==> config.mk <==
export PLATFORM = sky130hd
export DESIGN_NAME = lcd12864_responder
export DESIGN_NICKNAME = d
export VERILOG_FILES = /design/src/rtl/lcd12864_pkg.sv /design/src/rtl/lcd_bus_sync.sv /design/src/rtl/lcd12864_responder.sv
export SDC_FILE = /design/constraint.sdc
export NUM_CORES = 1
export LEC_CHECK = 0
export BUFFER_PORTS_ARGS = -buffer_cell sky130_fd_sc_hd__buf_2
export CORE_ASPECT_RATIO = 1.2
export CORE_MARGIN = 2
export CORE_UTILIZATION = 60
export DETAILED_ROUTE_END_ITERATION = 16
export GPL_ROUTABILITY_DRIVEN = 0
export PLACE_DENSITY = 0.79
export SLEW_MARGIN = 20
export SYNTH_ARGS = -nofsm -noshare
export SYNTH_HDL_FRONTEND = slang
export SYNTH_SLANG_ARGS = --single-unit
==> constraint.sdc <==
create_clock -name clk -period 6.85 [get_ports clk]
set_input_delay 1.0275 -clock clk [delete_from_list [all_inputs] [get_ports clk]]
set_output_delay 1.0275 -clock clk [all_outputs]
set_load 0.05 [all_outputs]
==> src/rtl/lcd12864_pkg.sv <==
// Shared definitions for the LCD12864 (ST7920) bus responder: opcode masks,
// FSM encoding and DDRAM layout constants.
package lcd12864_pkg;

  localparam logic [7:0] SPACE_CHAR = 8'h20;

  localparam logic [7:0] CMD_CLEAR_MASK   = 8'hFF;
  localparam logic [7:0] CMD_CLEAR_VAL    = 8'h01;
  localparam logic [7:0] CMD_HOME_MASK    = 8'hFE;
  localparam logic [7:0] CMD_HOME_VAL     = 8'h02;
  localparam logic [7:0] CMD_ENTRY_MASK   = 8'hFC;
  localparam logic [7:0] CMD_ENTRY_VAL    = 8'h04;
  localparam logic [7:0] CMD_DISPLAY_MASK = 8'hF8;
  localparam logic [7:0] CMD_DISPLAY_VAL  = 8'h08;
  localparam logic [7:0] CMD_SHIFT_MASK   = 8'hF0;
  localparam logic [7:0] CMD_SHIFT_VAL    = 8'h10;
  localparam logic [7:0] CMD_FUNC_MASK    = 8'hE0;
  localparam logic [7:0] CMD_FUNC_VAL     = 8'h20;
  localparam logic [7:0] CMD_CGRAM_MASK   = 8'hC0;
  localparam logic [7:0] CMD_CGRAM_VAL    = 8'h40;
  localparam logic [7:0] CMD_DDRAM_MASK   = 8'hC0;
  localparam logic [7:0] CMD_DDRAM_VAL    = 8'h80;

  // Word address of the first character of each visible text row.
  localparam logic [4:0] ROW_BASE [4] = '{5'h00, 5'h10, 5'h08, 5'h18};

  typedef enum logic [1:0] {
    ST_IDLE = 2'd0,
    ST_EXEC = 2'd1,
    ST_FILL = 2'd2
  } state_e;

  function automatic logic op_match(input logic [7:0] cmd, input logic [7:0] mask,
                                    input logic [7:0] val);
    return (cmd & mask) == val;
  endfunction

  function automatic logic [5:0] ac_step(input logic [5:0] ac, input logic inc);
    return inc ? ac + 6'd1 : ac - 6'd1;
  endfunction

endpackage

==> src/rtl/lcd_bus_sync.sv <==
// Synchronizes the asynchronous RS/RW/E/DB bus into clk and emits one event
// per E falling edge carrying the bus values of the last E-high sample.
module lcd_bus_sync #(
  parameter int SYNC_STAGES = 2
) (
  input  logic       clk,
  input  logic       rstn,
  input  logic       lcd_en,
  input  logic       lcd_rs,
  input  logic       lcd_rw,
  input  logic [7:0] lcd_db_i,
  output logic       en_s,
  output logic       rs_s,
  output logic       rw_s,
  output logic       ev_valid,
  output logic       ev_rs,
  output logic       ev_rw,
  output logic [7:0] ev_data
);

  localparam int BW = 11;

  logic [BW-1:0] sync_q [SYNC_STAGES];
  logic [BW-1:0] sync_d [SYNC_STAGES];
  logic [BW-1:0] last_q, last_d;

  always_comb begin
    sync_d[0] = {lcd_en, lcd_rs, lcd_rw, lcd_db_i};
    for (int i = 1; i < SYNC_STAGES; i++) sync_d[i] = sync_q[i-1];
    last_d = sync_q[SYNC_STAGES-1];
  end

  always_ff @(posedge clk or negedge rstn) begin
    if (!rstn) begin
      for (int i = 0; i < SYNC_STAGES; i++) sync_q[i] <= '0;
      last_q <= '0;
    end else begin
      for (int i = 0; i < SYNC_STAGES; i++) sync_q[i] <= sync_d[i];
      last_q <= last_d;
    end
  end

  assign en_s = sync_q[SYNC_STAGES-1][10];
  assign rs_s = sync_q[SYNC_STAGES-1][9];
  assign rw_s = sync_q[SYNC_STAGES-1][8];

  // last_q still holds the final E-high sample when the falling edge is seen.
  assign ev_valid = last_q[10] & ~en_s;
  assign ev_rs    = last_q[9];
  assign ev_rw    = last_q[8];
  assign ev_data  = last_q[7:0];

endmodule

==> src/rtl/lcd12864_responder.sv <==
// Panel-side ST7920 responder: decodes host bus events, keeps a 64-byte DDRAM
// shadow with a scan read port, and models busy timing and the Clear fill.
module lcd12864_responder
  import lcd12864_pkg::*;
#(
  parameter int SYNC_STAGES  = 2,
  parameter int BUSY_CYCLES  = 3600,
  parameter int CLEAR_CYCLES = 80000
) (
  input  logic       clk,
  input  logic       rstn,
  input  logic       lcd_rs,
  input  logic       lcd_rw,
  input  logic       lcd_en,
  input  logic [7:0] lcd_db_i,
  output logic [7:0] lcd_db_o,
  output logic       lcd_db_oe,
  input  logic [5:0] rd_addr,
  output logic [7:0] rd_data,
  output logic       disp_on,
  output logic       cursor_on,
  output logic       blink_on,
  output logic       busy,
  output logic       wr_pulse,
  output logic       err_busy,
  output logic       err_unsup
);

  localparam int MAX_CYC = (CLEAR_CYCLES > BUSY_CYCLES) ? CLEAR_CYCLES : BUSY_CYCLES;
  localparam int CNT_W   = $clog2(MAX_CYC + 1);
  localparam logic [CNT_W-1:0] BUSY_LOAD  = CNT_W'(BUSY_CYCLES);
  localparam logic [CNT_W-1:0] CLEAR_LOAD = CNT_W'(CLEAR_CYCLES);

  logic       en_s, rs_s, rw_s;
  logic       ev_valid, ev_rs, ev_rw;
  logic [7:0] ev_data;

  lcd_bus_sync #(.SYNC_STAGES(SYNC_STAGES)) u_sync (
    .clk      (clk),
    .rstn     (rstn),
    .lcd_en   (lcd_en),
    .lcd_rs   (lcd_rs),
    .lcd_rw   (lcd_rw),
    .lcd_db_i (lcd_db_i),
    .en_s     (en_s),
    .rs_s     (rs_s),
    .rw_s     (rw_s),
    .ev_valid (ev_valid),
    .ev_rs    (ev_rs),
    .ev_rw    (ev_rw),
    .ev_data  (ev_data)
  );

  state_e           state_q, state_d;
  logic             pend_vld_q, pend_vld_d;
  logic             pend_rs_q, pend_rs_d, pend_rw_q, pend_rw_d;
  logic [7:0]       pend_data_q, pend_data_d;
  logic             cmd_rs_q, cmd_rs_d, cmd_rw_q, cmd_rw_d;
  logic [7:0]       cmd_data_q, cmd_data_d;
  logic [5:0]       ac_q, ac_d;
  logic             id_q, id_d, re_q, re_d, dl_q, dl_d;
  logic             disp_q, disp_d, cursor_q, cursor_d, blink_q, blink_d;
  logic [CNT_W-1:0] cnt_q, cnt_d;
  logic [5:0]       fill_idx_q, fill_idx_d;
  logic             err_busy_q, err_busy_d, err_unsup_q, err_unsup_d;
  logic             wr_pulse_q, wr_pulse_d;
  logic             oe_q, oe_d;
  logic [7:0]       db_o_q, db_o_d;
  logic [7:0]       rd_data_q;
  logic [7:0]       mem_q [64];
  logic             mem_we;
  logic [5:0]       mem_waddr;
  logic [7:0]       mem_wdata;
  logic             host_ev;

  assign busy = (cnt_q != '0);

  always_comb begin
    state_d     = state_q;
    pend_vld_d  = pend_vld_q;
    pend_rs_d   = pend_rs_q;
    pend_rw_d   = pend_rw_q;
    pend_data_d = pend_data_q;
    cmd_rs_d    = cmd_rs_q;
    cmd_rw_d    = cmd_rw_q;
    cmd_data_d  = cmd_data_q;
    ac_d        = ac_q;
    id_d        = id_q;
    re_d        = re_q;
    dl_d        = dl_q;
    disp_d      = disp_q;
    cursor_d    = cursor_q;
    blink_d     = blink_q;
    cnt_d       = busy ? cnt_q - 1'b1 : cnt_q;
    fill_idx_d  = fill_idx_q;
    err_busy_d  = err_busy_q;
    err_unsup_d = err_unsup_q;
    wr_pulse_d  = 1'b0;
    mem_we      = 1'b0;
    mem_waddr   = ac_q;
    mem_wdata   = cmd_data_q;
    // Status reads are answered purely from the bus path and never queue.
    host_ev     = ev_valid & ~(~ev_rs & ev_rw);

    oe_d   = en_s & rw_s;
    db_o_d = db_o_q;
    if (en_s && rw_s && !oe_q) db_o_d = rs_s ? mem_q[ac_q] : {busy, 1'b0, ac_q};

    case (state_q)
      ST_IDLE: begin
        if (pend_vld_q) begin
          cmd_rs_d   = pend_rs_q;
          cmd_rw_d   = pend_rw_q;
          cmd_data_d = pend_data_q;
          pend_vld_d = 1'b0;
          state_d    = ST_EXEC;
        end
      end
      ST_EXEC: begin
        state_d = ST_IDLE;
        cnt_d   = BUSY_LOAD;
        if (cmd_rs_q) begin
          if (!cmd_rw_q) begin
            mem_we     = 1'b1;
            wr_pulse_d = 1'b1;
          end
          ac_d = ac_step(ac_q, id_q);
        end else if (re_q) begin
          if (op_match(cmd_data_q, CMD_FUNC_MASK, CMD_FUNC_VAL)) begin
            dl_d = cmd_data_q[4];
            re_d = cmd_data_q[2];
            if (!cmd_data_q[4]) err_unsup_d = 1'b1;
          end else begin
            err_unsup_d = 1'b1;
          end
        end else if (op_match(cmd_data_q, CMD_CLEAR_MASK, CMD_CLEAR_VAL)) begin
          ac_d       = '0;
          id_d       = 1'b1;
          cnt_d      = CLEAR_LOAD;
          fill_idx_d = '0;
          state_d    = ST_FILL;
        end else if (op_match(cmd_data_q, CMD_HOME_MASK, CMD_HOME_VAL)) begin
          ac_d = '0;
        end else if (op_match(cmd_data_q, CMD_ENTRY_MASK, CMD_ENTRY_VAL)) begin
          id_d = cmd_data_q[1];
          if (cmd_data_q[0]) err_unsup_d = 1'b1;
        end else if (op_match(cmd_data_q, CMD_DISPLAY_MASK, CMD_DISPLAY_VAL)) begin
          disp_d   = cmd_data_q[2];
          cursor_d = cmd_data_q[1];
          blink_d  = cmd_data_q[0];
        end else if (op_match(cmd_data_q, CMD_FUNC_MASK, CMD_FUNC_VAL)) begin
          dl_d = cmd_data_q[4];
          re_d = cmd_data_q[2];
          if (!cmd_data_q[4]) err_unsup_d = 1'b1;
        end else if (op_match(cmd_data_q, CMD_DDRAM_MASK, CMD_DDRAM_VAL)) begin
          ac_d = {cmd_data_q[4:0], 1'b0};
        end else if (op_match(cmd_data_q, CMD_SHIFT_MASK, CMD_SHIFT_VAL) ||
                     op_match(cmd_data_q, CMD_CGRAM_MASK, CMD_CGRAM_VAL)) begin
          err_unsup_d = 1'b1;
        end else begin
          err_unsup_d = 1'b1;
        end
      end
      ST_FILL: begin
        mem_we     = 1'b1;
        mem_waddr  = fill_idx_q;
        mem_wdata  = SPACE_CHAR;
        fill_idx_d = fill_idx_q + 6'd1;
        if (fill_idx_q == 6'd63) state_d = ST_IDLE;
      end
      default: state_d = ST_IDLE;
    endcase

    // A new event always lands in the pending slot, replacing any older one.
    if (host_ev) begin
      pend_vld_d  = 1'b1;
      pend_rs_d   = ev_rs;
      pend_rw_d   = ev_rw;
      pend_data_d = ev_data;
      if (busy || (pend_vld_q && state_q != ST_IDLE)) err_busy_d = 1'b1;
    end
  end

  always_ff @(posedge clk or negedge rstn) begin
    if (!rstn) begin
      state_q     <= ST_IDLE;
      pend_vld_q  <= 1'b0;
      pend_rs_q   <= 1'b0;
      pend_rw_q   <= 1'b0;
      pend_data_q <= '0;
      cmd_rs_q    <= 1'b0;
      cmd_rw_q    <= 1'b0;
      cmd_data_q  <= '0;
      ac_q        <= '0;
      id_q        <= 1'b1;
      re_q        <= 1'b0;
      dl_q        <= 1'b1;
      disp_q      <= 1'b0;
      cursor_q    <= 1'b0;
      blink_q     <= 1'b0;
      cnt_q       <= '0;
      fill_idx_q  <= '0;
      err_busy_q  <= 1'b0;
      err_unsup_q <= 1'b0;
      wr_pulse_q  <= 1'b0;
      oe_q        <= 1'b0;
      db_o_q      <= '0;
    end else begin
      state_q     <= state_d;
      pend_vld_q  <= pend_vld_d;
      pend_rs_q   <= pend_rs_d;
      pend_rw_q   <= pend_rw_d;
      pend_data_q <= pend_data_d;
      cmd_rs_q    <= cmd_rs_d;
      cmd_rw_q    <= cmd_rw_d;
      cmd_data_q  <= cmd_data_d;
      ac_q        <= ac_d;
      id_q        <= id_d;
      re_q        <= re_d;
      dl_q        <= dl_d;
      disp_q      <= disp_d;
      cursor_q    <= cursor_d;
      blink_q     <= blink_d;
      cnt_q       <= cnt_d;
      fill_idx_q  <= fill_idx_d;
      err_busy_q  <= err_busy_d;
      err_unsup_q <= err_unsup_d;
      wr_pulse_q  <= wr_pulse_d;
      oe_q        <= oe_d;
      db_o_q      <= db_o_d;
    end
  end

  // DDRAM must come back as all spaces on reset, so it is a resettable array.
  always_ff @(posedge clk or negedge rstn) begin
    if (!rstn) begin
      for (int i = 0; i < 64; i++) mem_q[i] <= SPACE_CHAR;
    end else if (mem_we) begin
      mem_q[mem_waddr] <= mem_wdata;
    end
  end

  always_ff @(posedge clk or negedge rstn) begin
    if (!rstn) rd_data_q <= '0;
    else       rd_data_q <= mem_q[rd_addr];
  end

  assign lcd_db_o  = db_o_q;
  assign lcd_db_oe = oe_q;
  assign rd_data   = rd_data_q;
  assign disp_on   = disp_q;
  assign cursor_on = cursor_q;
  assign blink_on  = blink_q;
  assign wr_pulse  = wr_pulse_q;
  assign err_busy  = err_busy_q;
  assign err_unsup = err_unsup_q;

endmodule

**Yosys cells after proc, flatten, opt, wreduce, memory -nomap -nowiden**

Cells that the tools add are included.

- Register bits after elaboration: 622
- Input bits: 19
- Output and inout bits: 24
- Logic and storage cells: 221

- Add/subtract/negate cells: 4
- $lt $le $gt $ge: 4
- Equal/unequal tests: 24
- Multiplexer cells: 62
- Bitwise operators: 15
- Reductions and logical operators: 23

Operators by type and width:

| kind | count |
|---|---|
| bitwise mux 512 bit | 1 |
| binary-select mux 8 bit (select 6 bit) | 2 |
| two-way mux 17 bit | 5 |
| two-way mux 6 bit | 13 |
| two-way mux 8 bit | 7 |
| demux 8 bit (select 6 bit) | 1 |
| two-way mux 1 bit | 25 |
| >= comparator 7 bit, second input constant | 3 |
| inverter 6 -> 7 bit | 3 |
| != test 2 bit, second input constant | 9 |
| nonzero test 17 bit | 1 |
| subtractor 17 x 1 -> 17 bit, second input constant | 1 |
| AND reduction 7 bit | 2 |
| adder 6 x 1 -> 6 bit, second input constant | 2 |
| != test 4 bit, second input constant | 3 |
| one-hot mux 6 bit (2 select lines) | 1 |
| two-way mux 2 bit | 5 |
| nonzero test 2 bit | 5 |
| == test 8 x 1 -> 1 bit, second input constant | 1 |
| inverter 1 bit | 8 |
| AND reduction 2 bit | 4 |
| == test 7 x 1 -> 1 bit, second input constant | 1 |
| < comparator 7 x 1 -> 1 bit, second input constant | 1 |
| == test 6 x 1 -> 1 bit, second input constant | 1 |
| 19 further kinds | 27 |

**Logic depth before layout (Yosys ltp)**

- Word-level depth: 9
- Depth in mapped cells: 10
- Mapped depth without buffers: 8

**By module**

Synthesis repeated with hierarchy kept, for this count alone.

- Cells, all modules: 2305
- Area, all modules: 32464.9 µm²

Modules (own cells, without submodules):

| module | instances | cells an instance | area an instance (µm²) | seq. area each (µm²) |
|---|---|---|---|---|
| lcd12864_responder | 1 | 2263 | 31565.3 | 14820.5 |
| lcd_bus_sync | 1 | 42 | 899.6 | 825.8 |

**Worst setup path after synthesis**

No wires, ideal clock.

- Kind: input-to-reg
- From: input rd_addr[0]
- To: register rd_data_q[0] (netlist: rd_data[0])
- Setup time: 0.121 ns
- Arrival: 2.887 ns
- Required time: 6.729 ns
- Slack: 3.842 ns
- Stages: 6
- Buffers on the path: 2
- Cells stage by stage: clkbuf_1 buf_2 mux4_2 mux4_2 o22ai_1 nor2_1

- Cells in the longest elaborated chain, start to end: 4

Ends and longest elaborated chain:

| element | RTL line | text |
|---|---|---|
| start, declared | lcd12864_responder.sv:18 | `input logic [5:0] rd_addr,` |
| inverter 6 -> 7 bit (not written as such) | lcd12864_responder.sv:245 | `else rd_data_q <= mem_q[rd_addr];` |
| binary-select mux 8 bit (select 6 bit) | lcd12864_responder.sv:245 |  |
| two-way mux 8 bit (not written as such) (2 in series) | lcd12864_responder.sv:245 |  |
| end signal, assigned | lcd12864_responder.sv:245 |  |
| end, declared | lcd12864_responder.sv:69 | `logic [7:0] rd_data_q;` |

No other way between the ends. The select of a mux whose other input is x is not followed.
A chain may end at the register's enable or synchronous reset.

**Worst setup path after layout**

- From: register cnt_q[13]
- To: output busy

- Cells in the longest elaborated chain, start to end: 1

Ends and longest elaborated chain:

| element | RTL line | text |
|---|---|---|
| start, declared | lcd12864_responder.sv:63 | `logic [CNT_W-1:0] cnt_q, cnt_d;` |
| start signal, assigned | lcd12864_responder.sv:224 | `cnt_q <= cnt_d;` |
| nonzero test 17 bit | lcd12864_responder.sv:76 | `assign busy = (cnt_q != '0);` |
| end, declared | lcd12864_responder.sv:23 | `output logic busy,` |

No other way between the ends.

==> run metrics <==
antenna violations before repair=1; period utilization=59.2%; Clock Tree Buf Depth=3; type of the tightest min-delay check=register to register; largest net degree at the start of global routing=204; fraction of registers with async set/reset=100%; Avg Inst Size Synth=15.1 sq um; NumNets Final=2,144; DR pass1 iterations=5; clock power share=27.1%; # diodes=0; first-pass GRT wire length=137 mm; post-layout util=65.6%; R2R depth=7; syn nets=2,179; Cell Count, Final, Fillers Out=2,877; root buf cell=clkbuf_16; clk_skew=0.0264 ns; Slew Limit Fails=0; Crit Path Max Fanout=11; Sw Ratio=36.1%; Pleak=15.5 nW; Routed WL=88.9 mm; Port Buffers=42; Worst Path Required=5.82 ns; critical path class=register to primary output; TritonCTS clock tree=built; wire per inst=30.9 um; synth top area cells=dfrtp_1 43%, mux4_2 20%, mux2_2 19%, dfstp_2 5.3%, clkbuf_1 0.93%; worst r2r src=state_q[0]; DP Wirelength=57.0 mm; DRC errors left=0; die area=55,900 sq um; hold depth=0; Post-DRT Antenna Nets=0; EDFF count, synth=0; Peak Freq=247 MHz; Initial Util=60.5%; ys flop type=dfrtp_1; Worst-Margin Slew=0.996 ns; proportion of layout cells with a drive suffix above 1=52.3%; outcome=finished clean; Area Overhead vs Synth=8.41%; worst r2r dst=mem_q[471]; Pwr per Cell Area=357 nW/um^2; synthesized instance count=2,150; Seq cells post-synth=622; endpoint type of the worst setup path=primary output; multi-input logic area=16,000 sq um; synth unique cells=77; CTS sink count=622; R2R setup slack=2.86 ns; vias in the first global route=21,500; Die W=216 um; Vias/cell=7.08; Max VDD drop=0.338 mV; Final setup viols=0; number of max-cap violations=0; largest area contributor in the netlist=dfrtp_1; final hold viol count=0; Synth Cell Area=32,400 sq um; net switching power=4.52 mW; row cnt=93; core area=53,500 sq um; Syn. warnings=0; Reg area=15,700 sq um; Fill cells=3,663; Synth top area share=43.0%; startpoint types=register; hold_buf cts=0; post-synthesis sequential area ratio=48.3%; RSZ-0062 raised after global routing=no; vias after detailed routing=20,400; setup TNS=0 ns; Int Pwr=8.01 mW; grt total ovfl=0; Die Ht=259 um; CTS H-Tree Depth=2; Comb power frac=32.2%; total CTS buffers=59; postcts setup bufs=0; Post-CTS Resized=0; worst skew pair latency=0.64 ns; placed cells=2,765; hold path start=u_sync.sync_d[2]; IO Pins=43; CTS clk-pin slew, worst paths=0.06 ns; slew margin rel.=33.6%; gr usage total=32.9%; Hold Crit Endpoint=u_sync.last_d[2]; share of power burned in registers=40.7%; Tmin final=4.05 ns; 1st-iter DRT viols=2,580; Critical Path AT=3.02 ns
[layer usage]
| metal | up-vias | wire (um) | GRT usage, % |
|---|---|---|---|
| met4 | 2 | 5870 | 18.8 |
| met1 | 10900 | 33100 | 43.7 |
| li1 | 8179 | - | - |
| met5 | - | 9 | 0 |
| met3 | 292 | 7610 | 6.75 |
| met2 | 1039 | 42300 | 51.1 |
[through the flow]
step	setup WS [ns]	instance area [sq um]	hold slack, ns	power [mW]
6_report	2.80	35100	0.349	12.5
5_1_grt	2.61	35100	0.356	13.0
4_1_cts	2.81	35100	0.349	12.5
3_5_place_dp	2.91	33100	0.335	9.09
3_3_place_gp	2.88	33100	0.332	8.92
2_1_floorplan	3.84	32400	0.331	7.80
[state kept, by name (all words and copies together), names as in the netlist, 2 cells and up]
| register | count |
|---|---|
| cmd_data_q | 8 |
| u_sync.last_q | 11 |
| state_q | 2 |
| u_sync.last_d | 11 |
| rd_data | 8 |
| ac_q | 6 |
| fill_idx_q | 6 |
| u_sync.sync_d | 11 |
| pend_data_q | 8 |
| mem_q | 512 |
| cnt_q | 17 |
| lcd_db_o | 8 |
[synth_stat cells (4+ instances only)]
cell       count
dfrtp_1      557
mux2_2       534
mux4_2       287
clkbuf_1      80
dfstp_2       65
nand2_1       57
nor2_1        53
buf_2         50
nor2_2        36
mux2i_1       29
nand3_1       29
o22ai_1       26
a21oi_1       24
nor2b_1       23
nand2b_1      22
buf_1         21
inv_1         20
o21ai_0       19
nor2_4        16
nor3_1        16
buf_4         15
a211oi_1      12
xnor2_1       12
mux2_1        11
ha_1           9
a22oi_1        6
o211ai_1       6
a31oi_1        5
nand2_2        5
o31ai_1        5
or2_2          5
or3_1          5
a2111oi_0      4
a21boi_0       4
nor3b_1        4
o311a_1        4
or2_1          4
or4_1          4
xor2_1         4
[worst max path at each step]
stage,startpoint,to,slack (ns),cells after the start
6_report,cnt_q[13],busy,2.80,5
5_1_grt,cnt_q[13],busy,2.61,5
4_1_cts,cnt_q[5],busy,2.81,5
3_5_place_dp,rd_addr[0],rd_data[4],2.91,6
3_3_place_gp,rd_addr[0],rd_data[4],2.88,6
2_1_floorplan,rd_addr[0],rd_data[0],3.84,6
[cells in the final DEF (no fill, tap or decap), drive strengths merged, types with 4 or more instances in the layout]
cell type  Yosys  final
a21oi         24     24
mux2i         30     30
a31oi          5      5
dfstp         65     65
mux4         287    287
nor3b          4      4
nor3          17     17
nand2b        22     22
a2111oi        4      4
nor2         105    105
o31ai          5      5
dfrtp        557    557
or2            9      9
a21boi         4      4
clkbuf        80     98
mux2         545    545
bufinv         0      5
o22ai         26     26
or4            5      5
nor2b         23     23
xor2           4      4
ha             9      9
or3            5      5
nand3         29     29
nand2         62     62
o211ai         6      6
inv           21     22
nor4           4      4
buf           86     69
a211oi        13     13
a22oi          7      7
o21ai         20     20
o311a          4      4
clkinv         0      8
xnor2         12     12
[power by group through the flow]
stage / clock [mW] / sequential, mW / combinational [mW]
3_3_place_gp: 0 / 5.08 / 3.84
6_report: 3.40 / 5.09 / 4.04
4_1_cts: 3.42 / 5.08 / 3.97
5_1_grt: 3.57 / 5.18 / 4.24
3_5_place_dp: 0 / 5.14 / 3.95
2_1_floorplan: 0 / 4.84 / 2.96
[cell type report]
type / count / share of cell area, %
multi-input combinational: 1341 / 45.5
sequential: 622 / 44.6
clock buffer: 97 / 5.10
tap: 712 / 2.54
timing repair buffer: 70 / 1.47
clock inverter: 14 / 0.566
inverter: 21 / 0.224
[critical path, stage by stage, from the launching register on]
cell	delay (ns)
dfrtp_1	0.41
or4_1	0.56
nor2_1	0.40
and2_1	0.49
inv_1	0.26
buf_2	0.27
[kinds of logic after synthesis]
family | after synthesis | share of synthesized area, %
buffers and inverters | 187 | 2.53
muxes | 862 | 39.8
xor gates and xnor gates | 16 | 0.432
AOI/OAI and AO/OA | 149 | 3.21
adders and majority gates | 10 | 0.409
DFF | 622 | 48.3
and+or+nand+nor | 304 | 5.31
Note: power is estimated with default switching activity, not from simulation.
